## config.mk

```make
export PLATFORM = sky130hd
export DESIGN_NAME = vga_text_term_ctrl
export DESIGN_NICKNAME = d
export VERILOG_FILES = /design/src/rtl/vga_text_pkg.sv /design/src/rtl/vga_row_map.sv /design/src/rtl/vga_text_term_ctrl.sv
export SDC_FILE = /design/constraint.sdc
export NUM_CORES = 1
export LEC_CHECK = 0
export CORE_ASPECT_RATIO = 1.1
export CORE_MARGIN = 2
export CORE_UTILIZATION = 50
export CTS_BUF_LIST = sky130_fd_sc_hd__clkbuf_4 sky130_fd_sc_hd__clkbuf_8
export DETAILED_ROUTE_END_ITERATION = 10
export PLACE_DENSITY_LB_ADDON = 0.15
export SLEW_MARGIN = 10
export SYNTH_ARGS = -nofsm -noshare
export SYNTH_HDL_FRONTEND = slang
export SYNTH_HIERARCHICAL = 1
export SYNTH_SLANG_ARGS = --single-unit
export TNS_END_PERCENT = 5
```

## constraint.sdc

```tcl
create_clock -name pclk -period 3.25 [get_ports pclk]
set_clock_uncertainty 0.1 [all_clocks]
set_input_delay 0.65 -clock pclk [delete_from_list [all_inputs] [get_ports pclk]]
set_output_delay 0.65 -clock pclk [all_outputs]
set_load 0.05 [all_outputs]
```

## src/rtl/vga_text_pkg.sv

```systemverilog
// Shared constants and types for the VGA text terminal controller.
// Geometry is 70x30 cells of 9x16 pixels on a 640x480 raster.
package vga_text_pkg;
  localparam int COLS   = 70;
  localparam int ROWS   = 30;
  localparam int CELL_W = 9;
  localparam int CELL_H = 16;

  localparam logic [7:0] SPACE = 8'h20;
  localparam logic [7:0] LF    = 8'h0A;
  localparam logic [7:0] CR    = 8'h0D;
  localparam logic [7:0] BS    = 8'h08;

  typedef enum logic [1:0] {CLR_ALL, IDLE, CLR_ROW} term_state_t;
endpackage

```

## src/rtl/vga_row_map.sv

```systemverilog
// Logical-to-physical row translation for the circular scroll buffer.
// The result is (i_row + i_top) mod ROWS, computed without a divider.
module vga_row_map
  import vga_text_pkg::*;
(
  input  logic [4:0] i_row,
  input  logic [4:0] i_top,
  output logic [4:0] o_row
);
  logic [5:0] w_sum;

  assign w_sum = {1'b0, i_row} + {1'b0, i_top};
  assign o_row = (w_sum >= 6'(ROWS)) ? 5'(w_sum - 6'(ROWS)) : w_sum[4:0];
endmodule

```

## src/rtl/vga_text_term_ctrl.sv

```systemverilog
// Text terminal controller: byte stream in, character-buffer writes out,
// with cursor tracking, hardware scroll and cursor blink.
module vga_text_term_ctrl
  import vga_text_pkg::*;
#(
  parameter int BLINK_DIV = 12500000
) (
  input  logic       pclk,
  input  logic       reset,
  input  logic       ch_valid,
  input  logic [7:0] ch_data,
  output logic       ch_ready,
  output logic       wr_en,
  output logic [6:0] wr_x,
  output logic [4:0] wr_y,
  output logic [7:0] wr_data,
  input  logic [4:0] disp_y,
  output logic [4:0] rd_y,
  output logic [6:0] cursor_x,
  output logic [4:0] cursor_y,
  output logic       cursor_on,
  output logic       busy
);
  localparam int         BW     = (BLINK_DIV > 1) ? $clog2(BLINK_DIV) : 1;
  localparam logic [6:0] LAST_X = 7'(COLS - 1);
  localparam logic [4:0] LAST_Y = 5'(ROWS - 1);

  term_state_t   r_state;
  logic [6:0]    r_cur_x, r_clr_x, r_wr_x;
  logic [4:0]    r_cur_y, r_clr_y, r_top_row, r_wr_y;
  logic [7:0]    r_wr_data;
  logic [BW-1:0] r_blink;
  logic          r_ch_ready, r_wr_en, r_cursor_on, r_busy;
  logic [4:0]    w_wr_row;
  logic          w_accept, w_print, w_nl;

  vga_row_map u_wr_map (.i_row(r_cur_y), .i_top(r_top_row), .o_row(w_wr_row));
  vga_row_map u_rd_map (.i_row(disp_y),  .i_top(r_top_row), .o_row(rd_y));

  assign w_accept = ch_valid & r_ch_ready;
  assign w_print  = (ch_data >= 8'h20) && (ch_data <= 8'h7E);
  assign w_nl     = w_accept & ((w_print & (r_cur_x == LAST_X)) | (ch_data == LF));

  always_ff @(posedge pclk) begin
    if (reset) begin
      r_blink     <= '0;
      r_cursor_on <= 1'b0;
    end else if (r_blink == BW'(BLINK_DIV - 1)) begin
      r_blink     <= '0;
      r_cursor_on <= ~r_cursor_on;
    end else begin
      r_blink <= r_blink + 1'b1;
    end
  end

  always_ff @(posedge pclk) begin
    if (reset) begin
      r_state    <= CLR_ALL;
      r_cur_x    <= '0;
      r_cur_y    <= '0;
      r_top_row  <= '0;
      r_clr_x    <= '0;
      r_clr_y    <= '0;
      r_ch_ready <= 1'b0;
      r_wr_en    <= 1'b0;
      r_wr_x     <= '0;
      r_wr_y     <= '0;
      r_wr_data  <= SPACE;
      r_busy     <= 1'b1;
    end else begin
      r_wr_en <= 1'b0;
      case (r_state)
        CLR_ALL, CLR_ROW: begin
          r_wr_en   <= 1'b1;
          r_wr_x    <= r_clr_x;
          r_wr_y    <= r_clr_y;
          r_wr_data <= SPACE;
          if (r_clr_x == LAST_X) begin
            r_clr_x <= '0;
            // A row clear ends after one row; a full clear after the last row.
            if (r_state == CLR_ROW || r_clr_y == LAST_Y) begin
              r_state    <= IDLE;
              r_ch_ready <= 1'b1;
              r_busy     <= 1'b0;
            end else begin
              r_clr_y <= r_clr_y + 1'b1;
            end
          end else begin
            r_clr_x <= r_clr_x + 1'b1;
          end
        end
        IDLE: begin
          if (w_accept) begin
            if (w_print) begin
              r_wr_en   <= 1'b1;
              r_wr_x    <= r_cur_x;
              r_wr_y    <= w_wr_row;
              r_wr_data <= ch_data;
              if (r_cur_x != LAST_X) r_cur_x <= r_cur_x + 1'b1;
            end else if (ch_data == CR) begin
              r_cur_x <= '0;
            end else if (ch_data == BS && r_cur_x != '0) begin
              r_cur_x   <= r_cur_x - 1'b1;
              r_wr_en   <= 1'b1;
              r_wr_x    <= r_cur_x - 1'b1;
              r_wr_y    <= w_wr_row;
              r_wr_data <= SPACE;
            end
          end
          if (w_nl) begin
            r_cur_x <= '0;
            if (r_cur_y != LAST_Y) begin
              r_cur_y <= r_cur_y + 1'b1;
            end else begin
              // Scroll: the old top row becomes the new bottom row and is blanked.
              r_top_row  <= (r_top_row == LAST_Y) ? '0 : r_top_row + 1'b1;
              r_clr_x    <= '0;
              r_clr_y    <= r_top_row;
              r_state    <= CLR_ROW;
              r_ch_ready <= 1'b0;
              r_busy     <= 1'b1;
            end
          end
        end
        default: r_state <= CLR_ALL;
      endcase
    end
  end

  assign ch_ready  = r_ch_ready;
  assign wr_en     = r_wr_en;
  assign wr_x      = r_wr_x;
  assign wr_y      = r_wr_y;
  assign wr_data   = r_wr_data;
  assign cursor_x  = r_cur_x;
  assign cursor_y  = r_cur_y;
  assign cursor_on = r_cursor_on;
  assign busy      = r_busy;
endmodule

```

# Yosys cells after proc, flatten, opt, wreduce, memory -nomap -nowiden
# Cells that the tools add are included.
[totals]
reg_bits = 79
output_inout_bits = 41
input_bits = 16
wordCells = 126
[op_classes]
add_sub_neg = 11
n_reduce_logical = 18
bitwise_logic = 6
mux = 52
magnitude_cmp = 4
n_eq_ne = 21
[op_table]
columns = ["cell", "count"]
rows = [
  ["7-bit 2-to-1 mux", 12],
  ["5-bit 2-to-1 mux", 11],
  ["8-bit 2-to-1 mux", 4],
  ["7-bit case mux with 2 select lines", 2],
  ["24-bit by 1-bit adder with 24-bit output (second input constant)", 1],
  ["24-bit equality test (second input constant)", 1],
  ["8-bit by 4-bit equality test with 1-bit output (second input constant)", 3],
  ["5-bit case mux with 2 select lines", 2],
  ["8-bit case mux with 2 select lines", 1],
  ["5-bit by 1-bit adder with 5-bit output (second input constant)", 3],
  ["7-bit by 1-bit adder with 7-bit output (second input constant)", 2],
  ["7-bit equality test (second input constant)", 2],
  ["5-bit by 5-bit adder with 6-bit output", 2],
  ["6-bit by 5-bit greater-or-equal comparator with 1-bit output (second input constant)", 2],
  ["1-bit 2-to-1 mux", 12],
  ["2-bit inequality test (second input constant)", 6],
  ["4-bit AND reduction", 3],
  ["5-bit equality test (second input constant)", 2],
  ["5-bit AND reduction", 2],
  ["5-bit subtractor (second input constant)", 2],
  ["3-bit AND reduction", 3],
  ["8-bit by 6-bit greater-or-equal comparator with 1-bit output (second input constant)", 1],
  ["8-bit by 7-bit <= comparator with 1-bit output (second input constant)", 1],
  ["2-bit 2-to-1 mux", 4],
  ["other kinds (19)", 28],
]

# Longest topological paths before layout
# Gate-level depths: netlist (run 1).
[depth]
word_depth = 8
depth_mapped = 10
depth_no_buf = 10

# By module
# The synthesis (run 1) kept the hierarchy.
[by_module_without_submodules]
columns = ["module", "instances", "cells_each", "seq_area_each_um2", "area_per_inst_um2"]
rows = [
  ["vga_text_term_ctrl", 1, 516, 1581.5, 4147.7],
  ["vga_row_map", 2, 36, 0.0, 305.3],
]

# Least setup slack after synthesis (run 1)
# Ideal clock, no wire load.
[synth_timing]
kind = "input -> output"
startpoint = "in disp_y[0]"
endpoint = "out rd_y[3]"
arrival_time_ns = 2.684
cell_stages = 8
setup_slack_ns = -0.184
path_cell_list = "ha_1 -> inv_1 -> fa_1 -> nand2b_1 -> o2bb2ai_1 -> o21ai_0 -> o32ai_1 -> xnor2_1"
[synth_via]
elab_chain_cells = 3
elab_cells_between_ends = 4
cone_classes = "2 x add/sub; 1 x order compare; 1 x mux"
[synth_rtl]
columns = ["item", "line_no", "text"]
rows = [
  ["start: declaration", "vga_text_term_ctrl.sv:17", "input logic [4:0] disp_y,"],
  ["5-bit by 5-bit adder with 6-bit output *", "vga_row_map.sv:12", "assign w_sum = {1'b0, i_row} + {1'b0, i_top};"],
  ["5-bit subtractor / 6-bit by 5-bit greater-or-equal comparator with 1-bit output (equally long branches)", "vga_row_map.sv:13", "assign o_row = (w_sum >= 6'(ROWS)) ? 5'(w_sum - 6'(ROWS)) : w_sum[4:0];"],
  ["5-bit 2-to-1 mux *", "vga_row_map.sv:13", ""],
  ["end: declaration", "vga_text_term_ctrl.sv:18", "output logic [4:0] rd_y,"],
]
# Every way passes the cells marked *; elsewhere a longest branch is shown, timed or not.

# Worst setup path after layout (run 1)
[layout_timing]
startpoint = "in disp_y[2]"
endpoint = "out rd_y[2]"
# The elaborated chain is that of the path after synthesis.

==> flow_metrics.py, run 1 <==
metrics = {
    "global_route": {
        "grt_max_degree": 25,
        "grt_pass1_wl_um": 21200,
        "antenna_found_initial": 0,
        "grt_usage_pct": 25.0,
        "grt_pass1_vias": 4452,
        "grt_overflow": 0,
    },
    "critical_path": {
        "critPathLaunchType": "input port",
        "rr_endpoint": "wr_y[2]$_SDFFE_PP0P_",
        "endpoint_kind": "output pin",
        "ff2ff_setup_slack_ps": 410,
        "worstRegToRegCells": 10,
        "path_max_fanout": 4,
        "worstSetupPathType": "in -> out",
        "required_ps": 2500,
        "r2r_start": "r_top_row[0]$_SDFFE_PP0P_",
        "critPathArrivalTime_ps": 2490,
    },
    "timing": {
        "finalCritPeriodShare_pct": 99.8,
        "rsz0062_at_grt": "true",
        "finalSetupViolations": 0,
        "max_freq_mhz": 308,
        "finalHoldViolations": 0,
        "tightest_slew_ps": 848,
        "hold_ws_ps": 367,
        "fin_crit_ps": 3240,
        "slew_headroom_pct": 43.5,
        "drv_slew": 0,
    },
    "yosys": {
        "synth.most_common_cell": "dfxtp_1",
        "syn_avg_cell_area_sq_um": 8.09,
        "ys_types": 64,
        "ys.flop_type": "dfxtp_1",
        "synth_top_area_share_pct": 33.2,
        "ys_top_cells_by_area": "dfxtp_1 33%, ha_1 6.6%, nor2_1 5.0%",
        "synth.ff_latch_count": 79,
        "synth_cells": 588,
        "synth_fp_nets": 631,
        "ys_seq_area_share_pct": 33.2,
        "synth_edf_count": 0,
        "yosysTopAreaCell": "dfxtp_1",
        "ys_async_sr_fraction_pct": 0,
        "yosysWarningCount": 6,
        "synth_common_cells": "79 x dfxtp_1, 64 x nor2_1, 47 x nand2_1",
        "synth.cell_area_sq_um": 4760,
    },
    "drt": {
        "drt-initial-drc-count": 189,
        "routed_wl_um": 12300,
        "vias_per_cell": 5.88,
        "drtAntennaViolNets": 0,
        "num_vias": 4621,
        "wl_per_cell_um": 15.7,
        "first_pass_iters": 5,
        "drc": 0,
    },
    "pwr": {
        "switching_share_pct": 28.4,
        "power_switching_w": 0.000582,
        "clkPwrFrac_pct": 37.4,
        "p_seq_share_pct": 50.0,
        "power_w": 0.00205,
        "vdd_ir_drop_max_mv": 0.274,
        "p_per_area_nw_per_um2": 339,
        "internal_power_w": 0.00147,
        "leakagePower_nw": 2.14,
        "combPwrFrac_pct": 12.6,
    },
    "run_status": {
        "outcome": "complete, no violations",
    },
    "worst_hold_path": {
        "hp-class": "reg -> reg",
        "min_from": "wr_data[0]$_SDFFE_PP0P_",
        "hold-path-endpoint": "wr_data[0]$_SDFFE_PP0P_",
        "whs_path_depth": 2,
    },
    "final_layout": {
        "drive_above_1_share_pct": 14.9,
        "multi_input_area_sq_um": 3120,
        "regArea_sq_um": 1590,
        "nets": 707,
        "antenna_cells": 0,
        "area_delta_synth_final_pct": 27.2,
        "fillers": 807,
    },
    "cts": {
        "root_buffer": "clkbuf_8",
        "insertion_delay_ps": 370,
        "cts_tree": "done",
        "clk_pin_slew_ps": 90,
        "postCtsHoldBufs": 0,
        "cts_buffers": 9,
        "cts.sinks": 79,
        "clockBufferDepth": 2,
        "htreeDepth": 3,
    },
    "run": {
        "cap_violations": 0,
    },
    "placed_design": {
        "numPortBuffers": 56,
        "dp_hpwl_um": 8950,
        "routabilityCongestion": 0.906,
    },
    "floorplan": {
        "die_area_sq_um": 10300,
        "rows": 37,
        "dieHeight_um": 106,
        "io_pins": 57,
        "die_w_um": 97.0,
        "core_region_area_sq_um": 9310,
        "initial_core_util_pct": 51.1,
    },
}
per-stage QoR:
step	instance area [sq um]	setup WS [ps]	TNS (ps)	utilization, %	instances
final	6050	5.19	0	65.1	786
after global routing	6050	-58.5	-117	65.1	786
after CTS	6030	-5.72	-5.72	64.8	785
after detailed placement	5610	-738	-2530	60.3	763
after global placement	5610	-546	-1740	60.3	763
after floorplan	4770	-138	-245	-	588
sequential cells by signal, indices dropped and copies added (netlist names):
signal     count
wr_data        8
wr_en          1
cursor_on      1
cursor_y       5
ch_ready       1
r_blink       24
cursor_x       7
r_top_row      5
wr_x           7
r_clr_y        5
r_state        2
busy           1
wr_y           5
r_clr_x        7
cell families (layout without fill, tap and decap cells):
group	count (synthesis)	in the layout	synth area share, %
flops	79	79	33.2
buf+inv	62	143	5.21
fa+ha+maj	27	27	7.42
compound gates	147	147	22.2
mux	4	4	0.894
xor+xnor	34	34	6.26
simple gates	235	235	24.8
critical path, stage by stage:
cell and delay (ps):
dlygate4sd2_1 260, ha_4 330, nor2_1 80, o21bai_2 200, o2111ai_4 190, o31ai_4 300, mux2_4 330, buf_8 150
power by group through the flow:
stage | Combinational [W] | Clock, W | Sequential (W)
6_report | 0.000258 | 0.000767 | 0.00103
5_1_grt | 0.000279 | 0.000820 | 0.00103
4_1_cts | 0.000255 | 0.000779 | 0.00103
3_5_place_dp | 0.000236 | 0 | 0.00105
3_3_place_gp | 0.000231 | 0 | 0.00105
2_1_floorplan | 0.000121 | 0 | 0.00107
what timing repair did:
action / CTS / global route
buffers inserted: 6 / 1
pin swaps: 15 / 7
endpoints found under the setup margin: 4 / 4
resized for setup: 40 / 7
area by class of cell:
type | count | area share [%]
clock buffers | 9 | 2.05
clock inverters | 7 | 1.30
repair buffers | 94 | 14.5
well taps | 117 | 2.42
multi-input cells | 447 | 51.5
inverters | 33 | 2.05
flip-flops and latches | 79 | 26.2
worst max path at each step:
stage | to | start | depth (start not counted)
finish | rd_y[2] | disp_y[2] | 8
global route | rd_y[2] | r_top_row[0]$_SDFFE_PP0P_ | 8
CTS | rd_y[2] | r_top_row[0]$_SDFFE_PP0P_ | 9
detailed placement | rd_y[2] | disp_y[0] | 9
global placement | rd_y[2] | disp_y[0] | 9
floorplan | rd_y[1] | disp_y[0] | 8
cell usage in the layout, fill, tap and decap left out, types with 22 or more instances in the layout:
| cell | netlist | layout |
|---|---|---|
| ha_1 | 25 | 22 |
| clkdlybuf4s50_1 | 0 | 48 |
| inv_1 | 32 | 29 |
| a21oi_1 | 38 | 37 |
| nand3_1 | 25 | 25 |
| o21ai_0 | 26 | 23 |
| buf_4 | 0 | 38 |
| dfxtp_1 | 79 | 78 |
| xnor2_1 | 25 | 22 |
| nand2_1 | 47 | 47 |
| nor2_1 | 64 | 62 |
per-layer routing:
layer | vias to the layer above | GRT usage, % | routed length [um]
li1 | 2297 | - | -
met1 | 2192 | 30.9 | 5440
met2 | 115 | 44.3 | 6200
met3 | 17 | 3.81 | 487
met4 | 0 | 8.75 | 179
met5 | - | 0 | 0
Note: power is estimated with default switching activity, not from simulation.
==> run 2: changes to the inputs <==
--- a/config.mk
+++ b/config.mk
@@ -5,6 +5,7 @@
 export SDC_FILE = /design/constraint.sdc
 export NUM_CORES = 1
 export LEC_CHECK = 0
+export ABC_CLOCK_PERIOD_IN_PS = 3600
 export CORE_ASPECT_RATIO = 1.1
 export CORE_MARGIN = 2
 export CORE_UTILIZATION = 50
==> constraint.sdc (replaced) <==
create_clock -name pclk -period 3.6 [get_ports pclk]
set_clock_uncertainty 0.1 [all_clocks]
set_input_delay 0.72 -clock pclk [delete_from_list [all_inputs] [get_ports pclk]]
set_output_delay 0.72 -clock pclk [all_outputs]
set_load 0.05 [all_outputs]
==> run 2 against run 1 <==
- combinational power is 12% lower
- sequential power is 10% lower
- total power is 12% lower
- utilization is 1.6 points lower
- design area is 2.5% lower
- count of clock-buffer cells in the layout is 1 higher
- final cell count is 1.8% lower
- critical endpoint is now rd_y[3]
- largest power group unchanged
==> flow_metrics.py, run 2 (synthesis results as in run 1) <==
metrics = {
    "critical_path": {
        "cp.buffers_inverters": 4,
        "critPathLaunchType": "input port",
        "ff2ff_setup_slack_ps": 710,
        "required_ps": 2780,
        "crit_family": "buffers and inverters",
        "crit_chain": "buf_2 > ha_4 > inv_2 > fa_2 > xnor2_4 > o2111ai_4 > buf_6 > o32ai_4 > xnor2_1 > bufbuf_16",
        "rr_endpoint": "wr_y[2]$_SDFFE_PP0P_",
        "worstRegToRegCells": 10,
        "critPathArrivalTime_ps": 2680,
        "r2r_start": "r_top_row[0]$_SDFFE_PP0P_",
        "path_max_fanout": 2,
        "worstSetupPathType": "in -> out",
        "slowest_delay_ps": 430,
        "critical-path-slowest-cell": "fa_2",
        "endpoint_kind": "output pin",
    },
    "pwr": {
        "leakagePower_nw": 2.07,
        "vdd_ir_drop_max_mv": 0.287,
        "power_w": 0.00181,
        "p_per_area_nw_per_um2": 307,
    },
    "final_layout": {
        "nets": 694,
        "layout_commonest_cell": "dfxtp_1",
        "mostFrequentLayoutCells": "78 x dfxtp_1, 64 x nor2_1, 48 x clkdlybuf4s50_1, 47 x nand2_1, 37 x a21oi_1",
        "largest_register_ffs": 24,
        "area_delta_synth_final_pct": 24.1,
        "antenna_cells": 0,
        "drive_above_1_share_pct": 12.2,
        "largest-register": "r_blink",
        "utilization_pct": 63.5,
        "fillers": 826,
    },
    "drt": {
        "drc": 0,
        "drtAntennaViolNets": 0,
        "routed_wl_um": 12400,
        "drt-initial-drc-count": 200,
        "wl_per_cell_um": 16.1,
        "num_vias": 4638,
        "vias_per_cell": 6.01,
        "first_pass_iters": 5,
    },
    "floorplan": {
        "die_area_sq_um": 10300,
        "die_w_um": 97.0,
        "core_region_area_sq_um": 9310,
        "rows": 37,
        "dieHeight_um": 106,
        "initial_core_util_pct": 51.1,
        "io_pins": 57,
    },
    "run": {
        "cap_violations": 0,
    },
    "cts": {
        "clockBufferDepth": 2,
        "cts_tree": "done",
        "htreeDepth": 3,
        "clk_pin_slew_ps": 80,
        "cts_buffers": 9,
        "cts.sinks": 79,
        "insertion_delay_ps": 350,
        "root_buffer": "clkbuf_8",
    },
    "global_route": {
        "grt_overflow": 0,
        "grt_pass1_vias": 4476,
        "antenna_found_initial": 0,
        "grt_usage_pct": 24.3,
        "grt_pass1_wl_um": 20700,
        "grt_max_degree": 37,
    },
    "run_status": {
        "outcome": "complete, no violations",
    },
    "worst_hold_path": {
        "hold-path-endpoint": "wr_data[3]$_SDFFE_PP0P_",
        "min_from": "wr_data[3]$_SDFFE_PP0P_",
        "whs_path_depth": 2,
        "hp-class": "reg -> reg",
    },
    "placed_design": {
        "dp_hpwl_um": 8680,
        "routabilityCongestion": 0.918,
        "numPortBuffers": 56,
    },
    "timing": {
        "tns_ps": 0,
        "max_freq_mhz": 286,
        "drv_slew": 0,
        "rsz0062_at_grt": "false",
        "fin_crit_ps": 3500,
        "tightest_slew_ps": 986,
        "finalSetupViolations": 0,
        "finalHoldViolations": 0,
        "slew_headroom_pct": 34.3,
        "finalCritPeriodShare_pct": 97.2,
    },
}
run 2: cell count changes in the layout (fill, tap and decap cells not counted), sizes merged:
cell | before | now
buf | 44 | 29
clkbuf | 9 | 11
clkinvlp | 2 | 0
bufbuf | 0 | 1
clkinv | 3 | 4
dlygate4sd2 | 1 | 0
dlymetal6s2s | 1 | 2
inv | 34 | 33
run 2: worst max-delay path by stage:
stage / cells after the start / to / slack (ps) / from
after detailed placement: 9 / rd_y[2] / -390 / disp_y[0]
after floorplan: 8 / rd_y[3] / 30 / disp_y[0]
after global placement: 10 / rd_y[2] / -280 / disp_y[0]
after CTS: 10 / rd_y[1] / 20 / disp_y[2]
final: 10 / rd_y[3] / 100 / disp_y[0]
after global routing: 10 / rd_y[3] / 0.9 / disp_y[0]
run 2: tightest hold or removal path, stage by stage (launching register included):
cell and delay [ps]:
dfxtp_1 320, nand2_1 50, a21oi_1 50
run 2: power breakdown:
group / leakage [nW] / switching [W] / total, W / internal (W)
clock: 0.0999 / 0.000335 / 0.000661 / 0.000326
combinational: 1.33 / 0.000129 / 0.000227 / 0.0000977
sequential: 0.639 / 0.0000286 / 0.000926 / 0.000898
total: 2.07 / 0.000492 / 0.00181 / 0.00132
run 2: cell type report:
type	instances	area, sq um	area share, %
sequential	79	1580	26.8
clock inverter	5	57.6	0.975
clock buffer	10	131	2.22
timing repair buffer	81	791	13.4
multi-input combinational	447	3070	52.0
inverter	33	124	2.10
tap	117	146	2.48
run 2: metrics by stage:
stage          cells  worst slack (ps)  area [sq um]  hold slack, ps
2_1_floorplan    588              26.3          4760             326
3_3_place_gp     756              -283          5550             342
3_5_place_dp     756              -387          5550             348
4_1_cts          772              23.3          5860             363
5_1_grt          772             0.891          5910             395
6_report         772               102          5910             360
run 2: layer usage:
| layer | track usage [%] | wire length, um | share of wire (%) |
|---|---|---|---|
| met1 | 29.4 | 5460 | 44 |
| met2 | 42.6 | 6110 | 49 |
| met3 | 5.19 | 577 | 4.6 |
| met4 | 8.55 | 265 | 2.1 |
| met5 | 0 | 0 | 0 |
run 2: what timing repair did:
item / 4_1_cts / 5_1_grt
buffers inserted: 1 / 0
setup endpoints to repair: 4 / 4
pin swaps: 11 / 7
hold buffers: 0 / 0
resized for setup: 24 / 10
gates cloned: 0 / 0
endpoints found under the hold margin: 0 / 0
==> run 3: changes to the inputs <==
--- a/config.mk
+++ b/config.mk
@@ -6,13 +6,12 @@
 export NUM_CORES = 1
 export LEC_CHECK = 0
 export ABC_CLOCK_PERIOD_IN_PS = 3600
-export CORE_ASPECT_RATIO = 1.1
+export CORE_ASPECT_RATIO = 0.7
 export CORE_MARGIN = 2
 export CORE_UTILIZATION = 50
 export CTS_BUF_LIST = sky130_fd_sc_hd__clkbuf_4 sky130_fd_sc_hd__clkbuf_8
 export DETAILED_ROUTE_END_ITERATION = 10
 export PLACE_DENSITY_LB_ADDON = 0.15
-export SLEW_MARGIN = 10
 export SYNTH_ARGS = -nofsm -noshare
 export SYNTH_HDL_FRONTEND = slang
 export SYNTH_HIERARCHICAL = 1
==> run 3 against run 2 <==
- routed wire length rose by 1.8%
- total power rose by 0.69%
- count of clock-buffer cells in the layout rose by 1
- clock power rose by 1%
- die area rose by 0.11%
- global-route usage rose by 0.40 points
- utilization rose by 1.6 points
- final cell count rose by 1.2%
- combinational power barely moved
- via count barely moved
- setup slack got worse by 61 ps
- non-clock buffer count rose by 1
- critical endpoint is now rd_y[1]
- highest routed layer unchanged
==> flow_metrics.py, run 3 (synthesis results as in run 1) <==
metrics = {
    "run_status": {
        "outcome": "complete, no violations",
    },
    "floorplan": {
        "initial_core_util_pct": 52.0,
        "rows": 29,
        "die_w_um": 121,
        "core_region_area_sq_um": 9140,
        "dieHeight_um": 85.6,
        "io_pins": 57,
        "die_area_sq_um": 10300,
    },
    "global_route": {
        "grt_pass1_vias": 4404,
        "antenna_found_initial": 0,
        "grt_max_degree": 37,
        "grt_usage_pct": 24.7,
        "grt_overflow": 0,
        "grt_pass1_wl_um": 20600,
    },
    "cts": {
        "cts_tree": "done",
        "cts_buffers": 9,
        "cts.sinks": 79,
        "clockBufferDepth": 2,
        "postCtsHoldBufs": 0,
        "clk_pin_slew_ps": 80,
        "insertion_delay_ps": 370,
        "htreeDepth": 3,
        "root_buffer": "clkbuf_8",
    },
    "critical_path": {
        "endpoint_kind": "output pin",
        "critPathLaunchType": "input port",
        "path_max_fanout": 3,
        "worstSetupPathType": "in -> out",
        "critPathArrivalTime_ps": 2740,
        "ff2ff_setup_slack_ps": 700,
        "required_ps": 2780,
    },
    "final_layout": {
        "drive_above_1_share_pct": 12.6,
        "mostFrequentLayoutCells": "79 x dfxtp_1, 63 x nor2_1, 49 x clkdlybuf4s50_1, 47 x nand2_1, 37 x a21oi_1",
        "layout_commonest_cell": "dfxtp_1",
        "largest-register": "r_blink",
        "antenna_cells": 0,
        "fillers": 791,
        "area_delta_synth_final_pct": 25.1,
        "nets": 695,
        "largest_register_ffs": 24,
        "finalInstanceArea_sq_um": 5950,
        "utilization_pct": 65.1,
    },
    "pwr": {
        "p_per_area_nw_per_um2": 307,
        "vdd_ir_drop_max_mv": 0.225,
        "power_w": 0.00183,
        "leakagePower_nw": 2.08,
    },
    "run": {
        "cap_violations": 0,
    },
    "timing": {
        "drv_slew": 0,
        "tightest_slew_ps": 1080,
        "finalCritPeriodShare_pct": 98.9,
        "max_freq_mhz": 281,
        "fin_crit_ps": 3560,
        "finalSetupViolations": 0,
        "tns_ps": 0,
        "slew_headroom_pct": 27.7,
        "finalHoldViolations": 0,
    },
    "drt": {
        "wl_per_cell_um": 16.2,
        "vias_per_cell": 5.93,
        "first_pass_iters": 5,
        "drt-initial-drc-count": 407,
        "routed_wl_um": 12600,
        "num_vias": 4635,
        "drc": 0,
        "drtAntennaViolNets": 0,
    },
    "placed_design": {
        "routabilityCongestion": 0.940,
        "postPlaceCellArea_sq_um": 5560,
        "numPortBuffers": 56,
        "dp_hpwl_um": 8970,
    },
    "worst_hold_path": {
        "hp-class": "reg -> reg",
    },
}
## run 3: through the flow
step	instances	setup WS [ps]	hold WS, ps
2_1_floorplan	588	26.3	326
3_3_place_gp	763	-297	342
6_report	781	41.3	355
5_1_grt	781	-37.9	382
3_5_place_dp	763	-364	348
4_1_cts	779	-21.3	359
## run 3: path summary, 6_finish.rpt
kind,depth (start not counted),end,startpoint
hold reg to reg,2,wr_data[6]$_SDFFE_PP0P_,wr_data[6]$_SDFFE_PP0P_
setup reg to reg,7,cursor_x[1]$_SDFFE_PP0P_,cursor_x[1]$_SDFFE_PP0P_
setup / recovery,10,rd_y[1],disp_y[3]
hold / removal,2,wr_data[6]$_SDFFE_PP0P_,wr_data[6]$_SDFFE_PP0P_
## run 3: timing repair
item,CTS,global route
endpoints found under the setup margin,4,3
cloned,0,0
buffers inserted,0,2
resized for setup,19,18
pin swaps,9,11
## run 3: power by group
group / switching [W] / internal (W) / leakage [nW]
combinational: 0.000129 / 0.000101 / 1.35
sequential: 0.0000298 / 0.000898 / 0.639
clock: 0.000333 / 0.000336 / 0.0964
total: 0.000492 / 0.00133 / 2.08
## run 3: final cells by class
type / count / area (sq um) / area share, %
clock buffers: 11 / 139 / 2.33
clock inverters: 5 / 58.8 / 0.988
inverters: 33 / 124 / 2.08
multi-input cells: 447 / 3090 / 51.8
flip-flops and latches: 79 / 1580 / 26.6
well taps: 124 / 155 / 2.61
repair buffers: 82 / 808 / 13.6
## run 3: metal layers
metal  vias to the layer above  share of wire, %  global-route usage [%]
met1                      2155                45                    32.4
met5                         -                 0                       0
met2                       189                47                    40.9
met3                        19               7.3                    5.45
met4                         0               1.2                    7.19
li1                       2272                 -                       -
## run 3: worst max-delay path, cell delays in order
cell,delay (ps)
clkdlybuf4s50_1,440
ha_1,380
o21ai_2,90
buf_6,130
o21bai_1,80
a21oi_2,280
o31ai_4,130
buf_4,170
xnor2_4,160
buf_12,150
